[src/rtl/rca_att_multi.sv]
// Accelerator Trigger Table: injects an FB/NFB RCA instruction pair when the fetch PC hits a loop start.
// Optional per-entry trigger counters are enabled by defining RCA_ATT_TRIGGER_COUNT_EN.
module rca_att_multi #(
    parameter  int XLEN        = 32,
    parameter  int NUM_ENTRIES = 4,
    parameter  int ID_W        = 3,
    parameter  int COUNT_W     = 16,
    localparam int IDX_W       = (NUM_ENTRIES > 1) ? $clog2(NUM_ENTRIES) : 1
) (
    input  logic             clk,
    input  logic             rst,
    input  logic [XLEN-1:0]  if_pc,
    input  logic             if_valid,
    input  logic             fetch_ready,
    input  logic             flush,
    output logic             att_override,
    output logic [31:0]      override_instr,
    output logic [XLEN-1:0]  next_pc_override,
    input  logic             cfg_valid,
    output logic             cfg_ready,
    input  logic [IDX_W-1:0] cfg_entry,
    input  logic [1:0]       cfg_field,
    input  logic [XLEN-1:0]  cfg_wdata,
    input  logic [ID_W-1:0]  cfg_id,
    output logic             wb_done,
    input  logic             wb_ack,
    output logic [ID_W-1:0]  wb_id,
    output logic [XLEN-1:0]  wb_rd
);

    if (NUM_ENTRIES < 1 || NUM_ENTRIES > 8) begin : g_bad_entries
        $error("NUM_ENTRIES must be in 1..8");
    end
    if (COUNT_W < 1 || COUNT_W > XLEN) begin : g_bad_count_w
        $error("COUNT_W must be in 1..XLEN");
    end

    typedef enum logic {
        IDLE,
        INJ_NFB
    } state_t;

    localparam logic [1:0] FIELD_SBB   = 2'd0;
    localparam logic [1:0] FIELD_LOOP  = 2'd1;
    localparam logic [1:0] FIELD_VALID = 2'd2;
    localparam logic [1:0] FIELD_COUNT = 2'd3;

    localparam logic [31:0] FB_BASE = 32'h0000_002b;
    localparam logic [31:0] NFB_BIT = 32'h0200_0000;

    function automatic logic [31:0] fb_instr(input logic [IDX_W-1:0] idx);
        return FB_BASE | (32'(idx) << 12);
    endfunction

    // Trigger table
    logic [XLEN-1:0] sbb_addr        [NUM_ENTRIES];
    logic [XLEN-1:0] loop_start_addr [NUM_ENTRIES];
    logic            entry_valid     [NUM_ENTRIES];

    state_t           state;
    logic [IDX_W-1:0] lat_idx;
    logic [XLEN-1:0]  lat_sbb;

    logic             hit_any;
    logic [IDX_W-1:0] hit_idx;
    logic [XLEN-1:0]  hit_sbb;
    logic             fb_accept;
    logic             cfg_accept;
    logic [XLEN-1:0]  rd_val;

    // Scanning downward lets the lowest matching index overwrite higher ones.
    always_comb begin
        // NOTE: every always_comb output gets a default first so no path leaves it unassigned (no latch).
        hit_any = 1'b0;
        hit_idx = '0;
        hit_sbb = '0;
        for (int i = NUM_ENTRIES - 1; i >= 0; i--) begin
            if (if_valid && entry_valid[i] && (if_pc == loop_start_addr[i])) begin
                hit_any = 1'b1;
                hit_idx = IDX_W'(i);
                hit_sbb = sbb_addr[i];
            end
        end
    end

    assign fb_accept  = (state == IDLE) && hit_any && fetch_ready && !flush;
    assign cfg_ready  = !wb_done;
    assign cfg_accept = cfg_valid && cfg_ready;

    always_comb begin
        att_override     = 1'b0;
        override_instr   = '0;
        next_pc_override = '0;
        case (state)
            IDLE: begin
                if (hit_any) begin
                    att_override     = 1'b1;
                    override_instr   = fb_instr(hit_idx);
                    next_pc_override = if_pc + XLEN'(4);
                end
            end
            INJ_NFB: begin
                if (!flush) begin
                    att_override     = 1'b1;
                    override_instr   = fb_instr(lat_idx) | NFB_BIT;
                    next_pc_override = lat_sbb;
                end
            end
            default: ;
        endcase
    end

    // The NFB half uses the index and SBB captured at FB acceptance, immune to later table writes.
    always_ff @(posedge clk or negedge rst) begin
        // NOTE: sequential state uses non-blocking assignments so every register samples pre-edge values.
        if (!rst) begin
            state   <= IDLE;
            lat_idx <= '0;
            lat_sbb <= '0;
        end else if (flush) begin
            state <= IDLE;
        end else begin
            case (state)
                IDLE: begin
                    if (fb_accept) begin
                        state   <= INJ_NFB;
                        lat_idx <= hit_idx;
                        lat_sbb <= hit_sbb;
                    end
                end
                INJ_NFB: begin
                    if (fetch_ready) state <= IDLE;
                end
                default: state <= IDLE;
            endcase
        end
    end

    always_ff @(posedge clk or negedge rst) begin
        // NOTE: the table is small and must come up invalid, so it is reset like ordinary flops, not as a RAM.
        if (!rst) begin
            for (int i = 0; i < NUM_ENTRIES; i++) begin
                sbb_addr[i]        <= '0;
                loop_start_addr[i] <= '0;
                entry_valid[i]     <= 1'b0;
            end
        end else if (cfg_accept) begin
            // An out-of-range cfg_entry matches no i and therefore writes nothing.
            for (int i = 0; i < NUM_ENTRIES; i++) begin
                if (cfg_entry == IDX_W'(i)) begin
                    case (cfg_field)
                        FIELD_SBB:   sbb_addr[i]        <= cfg_wdata;
                        FIELD_LOOP:  loop_start_addr[i] <= cfg_wdata;
                        FIELD_VALID: entry_valid[i]     <= cfg_wdata[0];
                        default: ;
                    endcase
                end
            end
        end
    end

`ifdef RCA_ATT_TRIGGER_COUNT_EN
    logic [COUNT_W-1:0] trig_count [NUM_ENTRIES];

    always_comb begin
        rd_val = '0;
        for (int i = 0; i < NUM_ENTRIES; i++) begin
            if (cfg_field == FIELD_COUNT && cfg_entry == IDX_W'(i)) rd_val = XLEN'(trig_count[i]);
        end
    end

    // Clear beats a coincident increment; counters saturate at all-ones.
    always_ff @(posedge clk or negedge rst) begin
        if (!rst) begin
            for (int i = 0; i < NUM_ENTRIES; i++) trig_count[i] <= '0;
        end else begin
            for (int i = 0; i < NUM_ENTRIES; i++) begin
                if (cfg_accept && cfg_field == FIELD_COUNT && cfg_entry == IDX_W'(i)) begin
                    trig_count[i] <= '0;
                end else if (fb_accept && hit_idx == IDX_W'(i) && trig_count[i] != '1) begin
                    trig_count[i] <= trig_count[i] + COUNT_W'(1);
                end
            end
        end
    end
`else
    assign rd_val = '0;
`endif

    // Writeback handshake: a new acceptance wins over a coincident ack.
    always_ff @(posedge clk or negedge rst) begin
        if (!rst) begin
            wb_done <= 1'b0;
            wb_id   <= '0;
            wb_rd   <= '0;
        end else if (cfg_accept) begin
            wb_done <= 1'b1;
            wb_id   <= cfg_id;
            wb_rd   <= rd_val;
        end else if (wb_ack) begin
            wb_done <= 1'b0;
        end
    end

endmodule

[config.mk]
export PLATFORM = sky130hd
export DESIGN_NAME = rca_att_multi
export DESIGN_NICKNAME = d
export VERILOG_FILES = /design/src/rtl/rca_att_multi.sv
export SDC_FILE = /design/constraint.sdc
export NUM_CORES = 1
export LEC_CHECK = 0
export CORE_UTILIZATION = 23
export CTS_BUF_LIST = sky130_fd_sc_hd__clkbuf_8
export DETAILED_ROUTE_END_ITERATION = 10
export DONT_BUFFER_PORTS = 1
export GPL_ROUTABILITY_DRIVEN = 0
export PLACE_DENSITY_LB_ADDON = 0.2
export SYNTH_ARGS = -nofsm -noshare
export SYNTH_HDL_FRONTEND = slang
export SYNTH_SLANG_ARGS = --single-unit
[constraint.sdc]
create_clock -name clk -period 9.6 [get_ports clk]
set_input_delay 1.92 -clock clk [delete_from_list [all_inputs] [get_ports clk]]
set_output_delay 1.92 -clock clk [all_outputs]
set_load 0.1 [all_outputs]
==> run summary, run 1 <==
Status = finished, final reports clean
Critical Path Sink Type = output port
Estimated wirelength of the detail-placed design = 32200 um
PortBufs = 0
# Post-CTS Setup Buffers = 0
Slowest stage cell, crit path = sky130_fd_sc_hd__or4_1
Post-CTS Hold Fix Bufs = 0
Worst flop-to-flop path startpoint = loop_start_addr[123]
Number of buffers on the longest clock path = 3
Remaining max-slew budget at the tightest pin = 0.223
Detailed-route DRC error count = 0
Fmax = 0.141 GHz
Die Height = 258 um
Number of iterations in the first detailed-routing pass = 4
Clk pin slew, worst setup/hold paths = 60 ps
Crit-path max cell delay = 600 ps
Worst Max-Slew Pin Slew = 1170 ps
Count of warnings emitted by yosys = 0
Number of max-cap violations = 0
CTS sink cnt = 299
Post-Route Setup TNS = 0 ps
Initial core utilization = 0.233
Buffer type at the clock tree root = sky130_fd_sc_hd__clkbuf_8
Full die area = 0.0666 mm2
Total via count after detailed routing = 9592
Routed WL per cell = 22.5 um
Final wirelength = 48400 um
Area inside the core boundary = 0.0646 mm2
Peak supply drop = 0.000117 V
Antenna Nets Post-Route = 0
Number of buffers added by the clock tree synthesis step = 56
Final period util = 0.737
Share of cells above drive strength 1 = 0.348
Worst hold margin = 491 ps
Overall routing resource usage = 0.146
Via density per instance = 4.46
Critical path type = input pin to output port
Area of the mapped netlist = 0.0151 mm2
Antenna Diode Count = 0
Critical-path cell list = xor2_1 > nor4_1 > nand4_1 > or4_1 > a41o_4 > nand2_4 > buf_4
Max Transition Viols Final = 0
Arrival time reported for the critical path endpoint = 5160 ps
Mean instance size in the synthesized netlist = 11.8 um2
Power density cells = 216 mW/mm2
Flip-flop and latch count after synthesis = 299
Sequential cell area fraction in the yosys report = 0.496
Crit-path max FO = 34
Top-level port count = 180
Worst min path class = flip-flop to flip-flop
Number of gates given a new drive strength after cts = 0
Worst-case register-to-register setup slack = 5710 ps
Setup repair after global routing missed its margin = no
Maximum number of pins on one net before global-route repair = 300
Overflow left after global routing = 0
Launching element type of the critical path = input pin
Vias in the first global route = 9833
Clock skew after layout = 39.1 ps
Most frequent standard cell in the layout excluding fill and tap cells = sky130_fd_sc_hd__dfrtp_1
Die W = 258 um
Data required, critical path = 7680 ps
H-tree depth reported by CTS = 2
Clk_lat worst skew = 670 ps
Layout Nets = 1331
Count of cell types in the netlist = 37
Gate Count Post-Synth = 1274
Final critical path time including I/O delays and setup = 7080 ps
Number of DRC markers after the initial detailed-route iteration = 480
Cells on worst reg2reg path = 8
Final number of setup-violating endpoints = 0
Number of placement rows = 93
Last element of the critical path = att_override
Global-route wire length before repair = 70500 um
Leading cell types in the layout, fill and taps excluded = sky130_fd_sc_hd__dfrtp_1 (299), sky130_fd_sc_hd__mux2_2 (268), sky130_fd_sc_hd__xor2_1 (107)
Synthesis-to-layout area growth = 13.0%
Hold violation total from the final report = 0
Number of antenna violations at the first check in global routing = 0
Worst R2R End = lat_sbb[9]
TritonCTS clock tree = built
Launching instance or port of the critical path = if_pc[27]
Leakage Power = 7.58 nW
critical path: cells and delay by family:
family | cells | cell delay (ps)
AND/OR/NAND/NOR | 4 | 1920
AO/OA/AOI/OAI | 1 | 570
XOR/XNOR | 1 | 150
buffers and inverters | 1 | 580
logic make-up after synthesis:
group | count (synthesis) | share of synthesized area
other | 1 | 0.000249
xor gates and xnor gates | 156 | 0.0907
adders and majority gates | 1 | 0.000830
AOI/OAI and AO/OA | 70 | 0.0325
DFF | 299 | 0.496
muxes | 297 | 0.222
buffers and inverters | 166 | 0.0606
and+or+nand+nor | 284 | 0.0970
sequential cells by signal, indices dropped and copies added, names as in the netlist:
register / cells
state: 1
wb_id: 3
lat_idx: 2
lat_sbb: 32
wb_done: 1
entry_valid: 4
loop_start_addr: 128
sbb_addr: 128
per-layer routing:
metal	vias up	track usage	part of all wire
met5	-	0	0
met2	254	0.244	0.49
met4	0	0.0477	0.029
met3	82	0.0435	0.065
li1	4301	-	-
met1	4955	0.178	0.42
stage by stage:
step                      cells  total power, mW  utilization  worst slack (ps)  instance area (um2)
after CTS                  2153             3.73        0.264              2450                17000
after detailed placement   2049             2.35        0.244              2470                15800
after floorplan            1330             2.22            -              1860                15300
final                      2153             3.67        0.264              2520                17000
after global placement     2049             2.33        0.244              2480                15800
after global routing       2153             3.85        0.264              2400                17000
report_power, final:
group          internal, mW  switching [mW]  total, mW
registers              1.54           0.183       1.72
clock network         0.764           0.581       1.34
logic                 0.299           0.304      0.602
cell type report:
type | instances | area (um2)
Clock inverter | 24 | 138
Inverter | 10 | 37.5
Sequential cell | 299 | 7480
Multi-Input combinational cell | 865 | 7050
Tap cell | 855 | 1070
Fill cell | 6787 | 47600
Clock buffer | 80 | 1100
Timing Repair Buffer | 20 | 150
cell usage after synthesis:
cell type | number | area [um2]
sky130_fd_sc_hd__dfrtp_1 | 299 | 7480
sky130_fd_sc_hd__mux2_2 | 268 | 3020
sky130_fd_sc_hd__xor2_1 | 107 | 937
sky130_fd_sc_hd__nand2_1 | 90 | 338
sky130_fd_sc_hd__buf_4 | 62 | 465
sky130_fd_sc_hd__clkbuf_1 | 52 | 195
sky130_fd_sc_hd__xnor2_1 | 49 | 429
sky130_fd_sc_hd__nor2_1 | 43 | 161
sky130_fd_sc_hd__nor3_1 | 37 | 185
sky130_fd_sc_hd__o21ai_0 | 35 | 175
sky130_fd_sc_hd__a311oi_1 | 32 | 280
sky130_fd_sc_hd__or3b_2 | 32 | 280
sky130_fd_sc_hd__mux2_1 | 27 | 304
sky130_fd_sc_hd__nand3_1 | 23 | 115
sky130_fd_sc_hd__nor4_1 | 22 | 138
sky130_fd_sc_hd__buf_1 | 21 | 78.8
sky130_fd_sc_hd__buf_2 | 16 | 80.1
sky130_fd_sc_hd__nand4_1 | 15 | 93.8
sky130_fd_sc_hd__inv_1 | 10 | 37.5
sky130_fd_sc_hd__and3_1 | 8 | 50.1
sky130_fd_sc_hd__buf_6 | 5 | 56.3
sky130_fd_sc_hd__nor2b_1 | 4 | 25.0
sky130_fd_sc_hd__mux2i_1 | 2 | 20.0
sky130_fd_sc_hd__or4_1 | 2 | 15.0
sky130_fd_sc_hd__a41o_4 | 1 | 21.3
sky130_fd_sc_hd__and2_1 | 1 | 6.26
sky130_fd_sc_hd__and3b_1 | 1 | 8.76
sky130_fd_sc_hd__and4_1 | 1 | 8.76
sky130_fd_sc_hd__conb_1 | 1 | 3.75
sky130_fd_sc_hd__ha_1 | 1 | 12.5
sky130_fd_sc_hd__nand2b_1 | 1 | 6.26
sky130_fd_sc_hd__nand3b_1 | 1 | 7.51
sky130_fd_sc_hd__nor3b_1 | 1 | 7.51
sky130_fd_sc_hd__o21bai_1 | 1 | 7.51
sky130_fd_sc_hd__o22ai_1 | 1 | 6.26
sky130_fd_sc_hd__or3_1 | 1 | 6.26
sky130_fd_sc_hd__or3b_1 | 1 | 8.76
worst min-delay path by stage:
stage	cells past startpoint	endpoint	start	slack, ps
after floorplan	1	lat_sbb[10]	lat_sbb[10]	460
after global placement	1	lat_sbb[28]	lat_sbb[28]	470
after detailed placement	1	lat_sbb[10]	lat_sbb[10]	480
after CTS	1	lat_sbb[15]	lat_sbb[15]	500
after global routing	1	sbb_addr[21]	sbb_addr[21]	500
final	1	lat_sbb[10]	lat_sbb[10]	490
No activity file was read; power rests on OpenSTA's default activity.
==> run 2: changes to the inputs <==
==> constraint.sdc (replaced) <==
create_clock -name clk -period 6.6 [get_ports clk]
set_input_delay 1.32 -clock clk [delete_from_list [all_inputs] [get_ports clk]]
set_output_delay 1.32 -clock clk [all_outputs]
set_load 0.1 [all_outputs]
==> run summary, run 2 (synthesis results as in run 1) <==
Number of iterations in the first detailed-routing pass = 6
Number of buffers added by the clock tree synthesis step = 56
Number of DRC markers after the initial detailed-route iteration = 418
Largest registers ranked by flip-flop count = loop_start_addr (128), sbb_addr (128), lat_sbb (32)
Maximum number of pins on one net before global-route repair = 300
Kind of cell adding the most delay to the critical path = simple AND/OR/NAND/NOR gates
Initial core utilization = 0.233
Power density cells = 298 mW/mm2
Clk_lat worst skew = 650 ps
Critical path type = input pin to output port
Seq pwr share = 0.492
CTS sink cnt = 299
Clk pwr share = 0.338
Final period util = 0.808
Buffer type at the clock tree root = sky130_fd_sc_hd__clkbuf_8
NetSw = 1.50 mW
Synthesis-to-layout area growth = 13.3%
Worst-case setup slack after placement = 1210 ps
Slowest stage cell, crit path = sky130_fd_sc_hd__or4_1
Peak supply drop = 0.000142 V
Worst flop-to-flop path startpoint = loop_start_addr[106]
Antenna Nets Post-Route = 0
TritonCTS clock tree = built
Leading cell types in the layout, fill and taps excluded = sky130_fd_sc_hd__dfrtp_1 (299), sky130_fd_sc_hd__mux2_2 (268), sky130_fd_sc_hd__xor2_1 (107)
Data required, critical path = 5280 ps
Routed WL per cell = 21.9 um
Full die area = 0.0666 mm2
Crit-path max cell delay = 570 ps
Overflow left after global routing = 0
Critical-path cell list = xor2_1 > nor4_1 > nand2_1 > or4_1 > a41o_4 > nand2_4 > buf_12
Antenna Diode Count = 0
Power share of the combinational group = 0.170
Total Power Consumption = 5.09 mW
Via density per instance = 4.38
Number of buffers on the longest clock path = 3
Worst Max-Slew Pin Slew = 1030 ps
# Post-CTS Setup Buffers = 0
H-tree depth reported by CTS = 2
Launching element type of the critical path = input pin
Hold violation total from the final report = 0
Final wirelength = 47700 um
Most frequent standard cell in the layout excluding fill and tap cells = sky130_fd_sc_hd__dfrtp_1
Max Transition Viols Final = 0
Clk pin slew, worst setup/hold paths = 60 ps
Final Non-Filler Cells = 2175
Detailed-route DRC error count = 0
PortBufs = 0
Top-level port count = 180
Worst Slack Setup Final = 1270 ps
Worst min path class = input pin to async pin
Cell count after placement = 2081
Post-CTS Hold Fix Bufs = 0
Setup repair after global routing missed its margin = no
Share of cells above drive strength 1 = 0.352
Number of placement rows = 93
Arrival time reported for the critical path endpoint = 4010 ps
Post-Route Setup TNS = 0 ps
Die W = 258 um
Clock skew after layout = 42.1 ps
Critical Path Sink Type = output port
Number of antenna violations at the first check in global routing = 0
Number of max-cap violations = 0
Layout Nets = 1363
Remaining max-slew budget at the tightest pin = 0.310
Launching instance or port of the critical path = if_pc[10]
Die Height = 258 um
Final number of setup-violating endpoints = 0
Total via count after detailed routing = 9530
Status = finished, final reports clean
Area inside the core boundary = 0.0646 mm2
Number of gates given a new drive strength after cts = 0
Final critical path time including I/O delays and setup = 5330 ps
Fmax = 0.187 GHz
Buffers plus inverters on the worst setup path = 1
Switching power share of the total = 0.295
Vias in the first global route = 10048
Global-route wire length before repair = 70800 um
Estimated wirelength of the detail-placed design = 31600 um
Utilization after layout = 0.264
Overall routing resource usage = 0.145
Leakage Power = 7.68 nW
Number of fillers in the final layout = 6763
Internal power of the cells = 3.59 mW
Crit-path max FO = 34
run 2: cell types whose count changed in the layout (fill, tap and decap cells not counted), sizes merged:
| cell | change |
|---|---|
| inv | +7 |
| buf | +32 |
| bufinv | -1 |
| clkinv | -4 |
| clkbuf | -12 |
run 2: worst register-to-register path, stage by stage, from the launching register on:
cell and delay, ps:
sky130_fd_sc_hd__dfrtp_1 380, sky130_fd_sc_hd__xor2_1 150, sky130_fd_sc_hd__nor4_1 510, sky130_fd_sc_hd__nand2_1 200, sky130_fd_sc_hd__or4_1 570, sky130_fd_sc_hd__a41o_4 570
sky130_fd_sc_hd__or3b_2 560, sky130_fd_sc_hd__buf_4 300, sky130_fd_sc_hd__mux2_1 500
run 2: power groups by stage:
stage,logic (mW),clock network [mW],registers (mW)
global route,0.930,1.87,2.56
finish,0.867,1.72,2.51
global placement,0.864,0,2.52
CTS,0.879,1.79,2.51
floorplan,0.759,0,2.48
detailed placement,0.876,0,2.54
run 2: path summary, 6_finish.rpt:
kind | to | slack (ps) | depth (start not counted)
min in group clk | lat_sbb[27] | 490 | 1
hold / removal | lat_sbb[19] | 380 | 0
max in group asynchronous | sbb_addr[65] | 5520 | 0
setup reg to reg | lat_sbb[20] | 2720 | 8
hold reg to reg | lat_sbb[27] | 490 | 1
setup / recovery | att_override | 1270 | 7
run 2: per-layer routing:
layer | wire (um) | vias to the layer above | GRT usage
met2 | 23500 | 213 | 0.247
met1 | 20500 | 4908 | 0.183
met5 | 0 | - | 0
met4 | 818 | 0 | 0.0330
met3 | 2890 | 62 | 0.0382
li1 | - | 4347 | -
run 2: final cells by class:
| cell class | count | area (um2) | share of cell area |
|---|---|---|---|
| Sequential cell | 299 | 7480 | 0.438 |
| Inverter | 10 | 37.5 | 0.00220 |
| Tap cell | 855 | 1070 | 0.0626 |
| Multi-Input combinational cell | 865 | 7050 | 0.413 |
| Timing Repair Buffer | 52 | 403 | 0.0236 |
| Clock inverter | 26 | 104 | 0.00608 |
| Clock buffer | 68 | 936 | 0.0548 |
run 2: per-stage QoR:
| stage | instance area, um2 | hold WS [ps] |
|---|---|---|
| 2_1_floorplan | 15300 | 464 |
| 3_3_place_gp | 16000 | 475 |
| 3_5_place_dp | 16000 | 481 |
| 4_1_cts | 17100 | 335 |
| 5_1_grt | 17100 | 326 |
| 6_report | 17100 | 384 |
==> run 3: changes to the inputs <==
==> constraint.sdc (replaced) <==
create_clock -name clk -period 5.1 [get_ports clk]
set_input_delay 1.02 -clock clk [delete_from_list [all_inputs] [get_ports clk]]
set_output_delay 1.02 -clock clk [all_outputs]
set_load 0.1 [all_outputs]
==> run summary, run 3 (synthesis results as in run 1) <==
Worst flop-to-flop path startpoint = loop_start_addr[101]
Detailed-route DRC error count = 0
Largest registers ranked by flip-flop count = loop_start_addr (128), sbb_addr (128), lat_sbb (32)
Number of DRC markers after the initial detailed-route iteration = 551
Worst-case setup slack after placement = 385 ps
Synthesis-to-layout area growth = 16.0%
Critical Path Sink Type = output port
Overall routing resource usage = 0.143
Most frequent standard cell in the layout excluding fill and tap cells = sky130_fd_sc_hd__dfrtp_1
Number of gates given a new drive strength after cts = 0
Final Non-Filler Cells = 2176
Final critical path time including I/O delays and setup = 4660 ps
Routed WL per cell = 21.6 um
Number of iterations in the first detailed-routing pass = 4
Worst Slack Setup Final = 438 ps
Leakage Power = 7.74 nW
Critical path type = input pin to output port
Via density per instance = 4.38
Last element of the critical path = next_pc_override[17]
Full die area = 0.0666 mm2
CTS sink cnt = 299
Leading cell types in the layout, fill and taps excluded = sky130_fd_sc_hd__dfrtp_1 (299), sky130_fd_sc_hd__mux2_2 (268), sky130_fd_sc_hd__xor2_1 (107)
Buffer type at the clock tree root = sky130_fd_sc_hd__clkbuf_8
Launching element type of the critical path = input pin
Fmax = 0.215 GHz
Vias in the first global route = 10136
TritonCTS clock tree = built
Maximum number of pins on one net before global-route repair = 300
Number of buffers on the longest clock path = 3
Clk pin slew, worst setup/hold paths = 50 ps
Final period util = 0.914
Number of max-cap violations = 0
Launching instance or port of the critical path = if_pc[5]
Final wirelength = 47000 um
Crit-path max FO = 18
Share of cells above drive strength 1 = 0.354
Die W = 258 um
Setup repair after global routing missed its margin = no
Final number of setup-violating endpoints = 0
Number of buffers added by the clock tree synthesis step = 53
Clk_lat worst skew = 640 ps
Arrival time reported for the critical path endpoint = 3640 ps
Worst-case register-to-register setup slack = 1380 ps
Overflow left after global routing = 0
Antenna Nets Post-Route = 0
Max Transition Viols Final = 0
Number of placement rows = 93
Data required, critical path = 4080 ps
Remaining max-slew budget at the tightest pin = 0.310
Die Height = 258 um
H-tree depth reported by CTS = 2
Clock skew after layout = 46.6 ps
Worst Max-Slew Pin Slew = 1030 ps
Layout Nets = 1365
Estimated wirelength of the detail-placed design = 31400 um
Initial core utilization = 0.233
Power density cells = 371 mW/mm2
Hold violation total from the final report = 0
PortBufs = 0
Number of antenna violations at the first check in global routing = 0
Status = finished, final reports clean
Peak supply drop = 0.000179 V
Cells on worst reg2reg path = 8
# Post-CTS Setup Buffers = 0
Total via count after detailed routing = 9532
Worst min path class = input pin to async pin
Area inside the core boundary = 0.0646 mm2
Post-CTS Hold Fix Bufs = 0
Cell count after placement = 2086
Top-level port count = 180
Antenna Diode Count = 0
Global-route wire length before repair = 70300 um
Worst R2R End = lat_sbb[7]
## run 3: area by class of cell
type / count / area, um2
tap: 855 / 1070
clock inverter: 28 / 124
inverter: 10 / 37.5
sequential: 299 / 7480
timing repair buffer: 57 / 878
fill: 6698 / 47100
multi-input combinational: 865 / 7040
clock buffer: 62 / 853
## run 3: critical path, stage by stage
cell and delay (ps):
sky130_fd_sc_hd__xor2_1 180, sky130_fd_sc_hd__nor4_1 500, sky130_fd_sc_hd__nand4_1 210, sky130_fd_sc_hd__or4_1 600
sky130_fd_sc_hd__a41o_4 450, sky130_fd_sc_hd__buf_12 250, sky130_fd_sc_hd__o21ai_2 200, sky130_fd_sc_hd__buf_12 190
## run 3: power by group
group | internal (mW) | switching (mW) | leakage [nW] | total (mW)
clock network | 1.09 | 1.05 | 0.581 | 2.14
registers | 2.90 | 0.345 | 3.82 | 3.24
logic | 0.562 | 0.546 | 3.33 | 1.11
total | 4.56 | 1.94 | 7.74 | 6.49
## run 3: worst min-delay path by stage
stage / depth (start not counted) / to / from
after floorplan: 1 / lat_sbb[10] / lat_sbb[10]
after global placement: 1 / lat_sbb[15] / lat_sbb[15]
after detailed placement: 1 / lat_sbb[24] / lat_sbb[24]
after CTS: 0 / sbb_addr[49] / rst
after global routing: 0 / sbb_addr[49] / rst
final: 0 / sbb_addr[113] / rst
## run 3: metal layers
metal	up-vias	share of wire	GRT usage
li1	4360	-	-
met1	4880	0.43	0.176
met2	213	0.50	0.248
met3	79	0.053	0.0327
met4	0	0.023	0.0408
met5	-	0	0
## run 3: per-stage QoR
| stage | total power, mW | util | setup TNS (ps) | cell area (um2) | hold WS (ps) |
|---|---|---|---|---|---|
| after floorplan | 4.19 | - | -2310 | 15400 | 464 |
| after global placement | 4.36 | 0.256 | 0 | 16500 | 476 |
| after detailed placement | 4.40 | 0.256 | 0 | 16500 | 482 |
| after CTS | 6.59 | 0.271 | 0 | 17500 | 54.7 |
| after global routing | 6.83 | 0.271 | 0 | 17500 | 44.3 |
| final | 6.49 | 0.271 | 0 | 17500 | 76.2 |
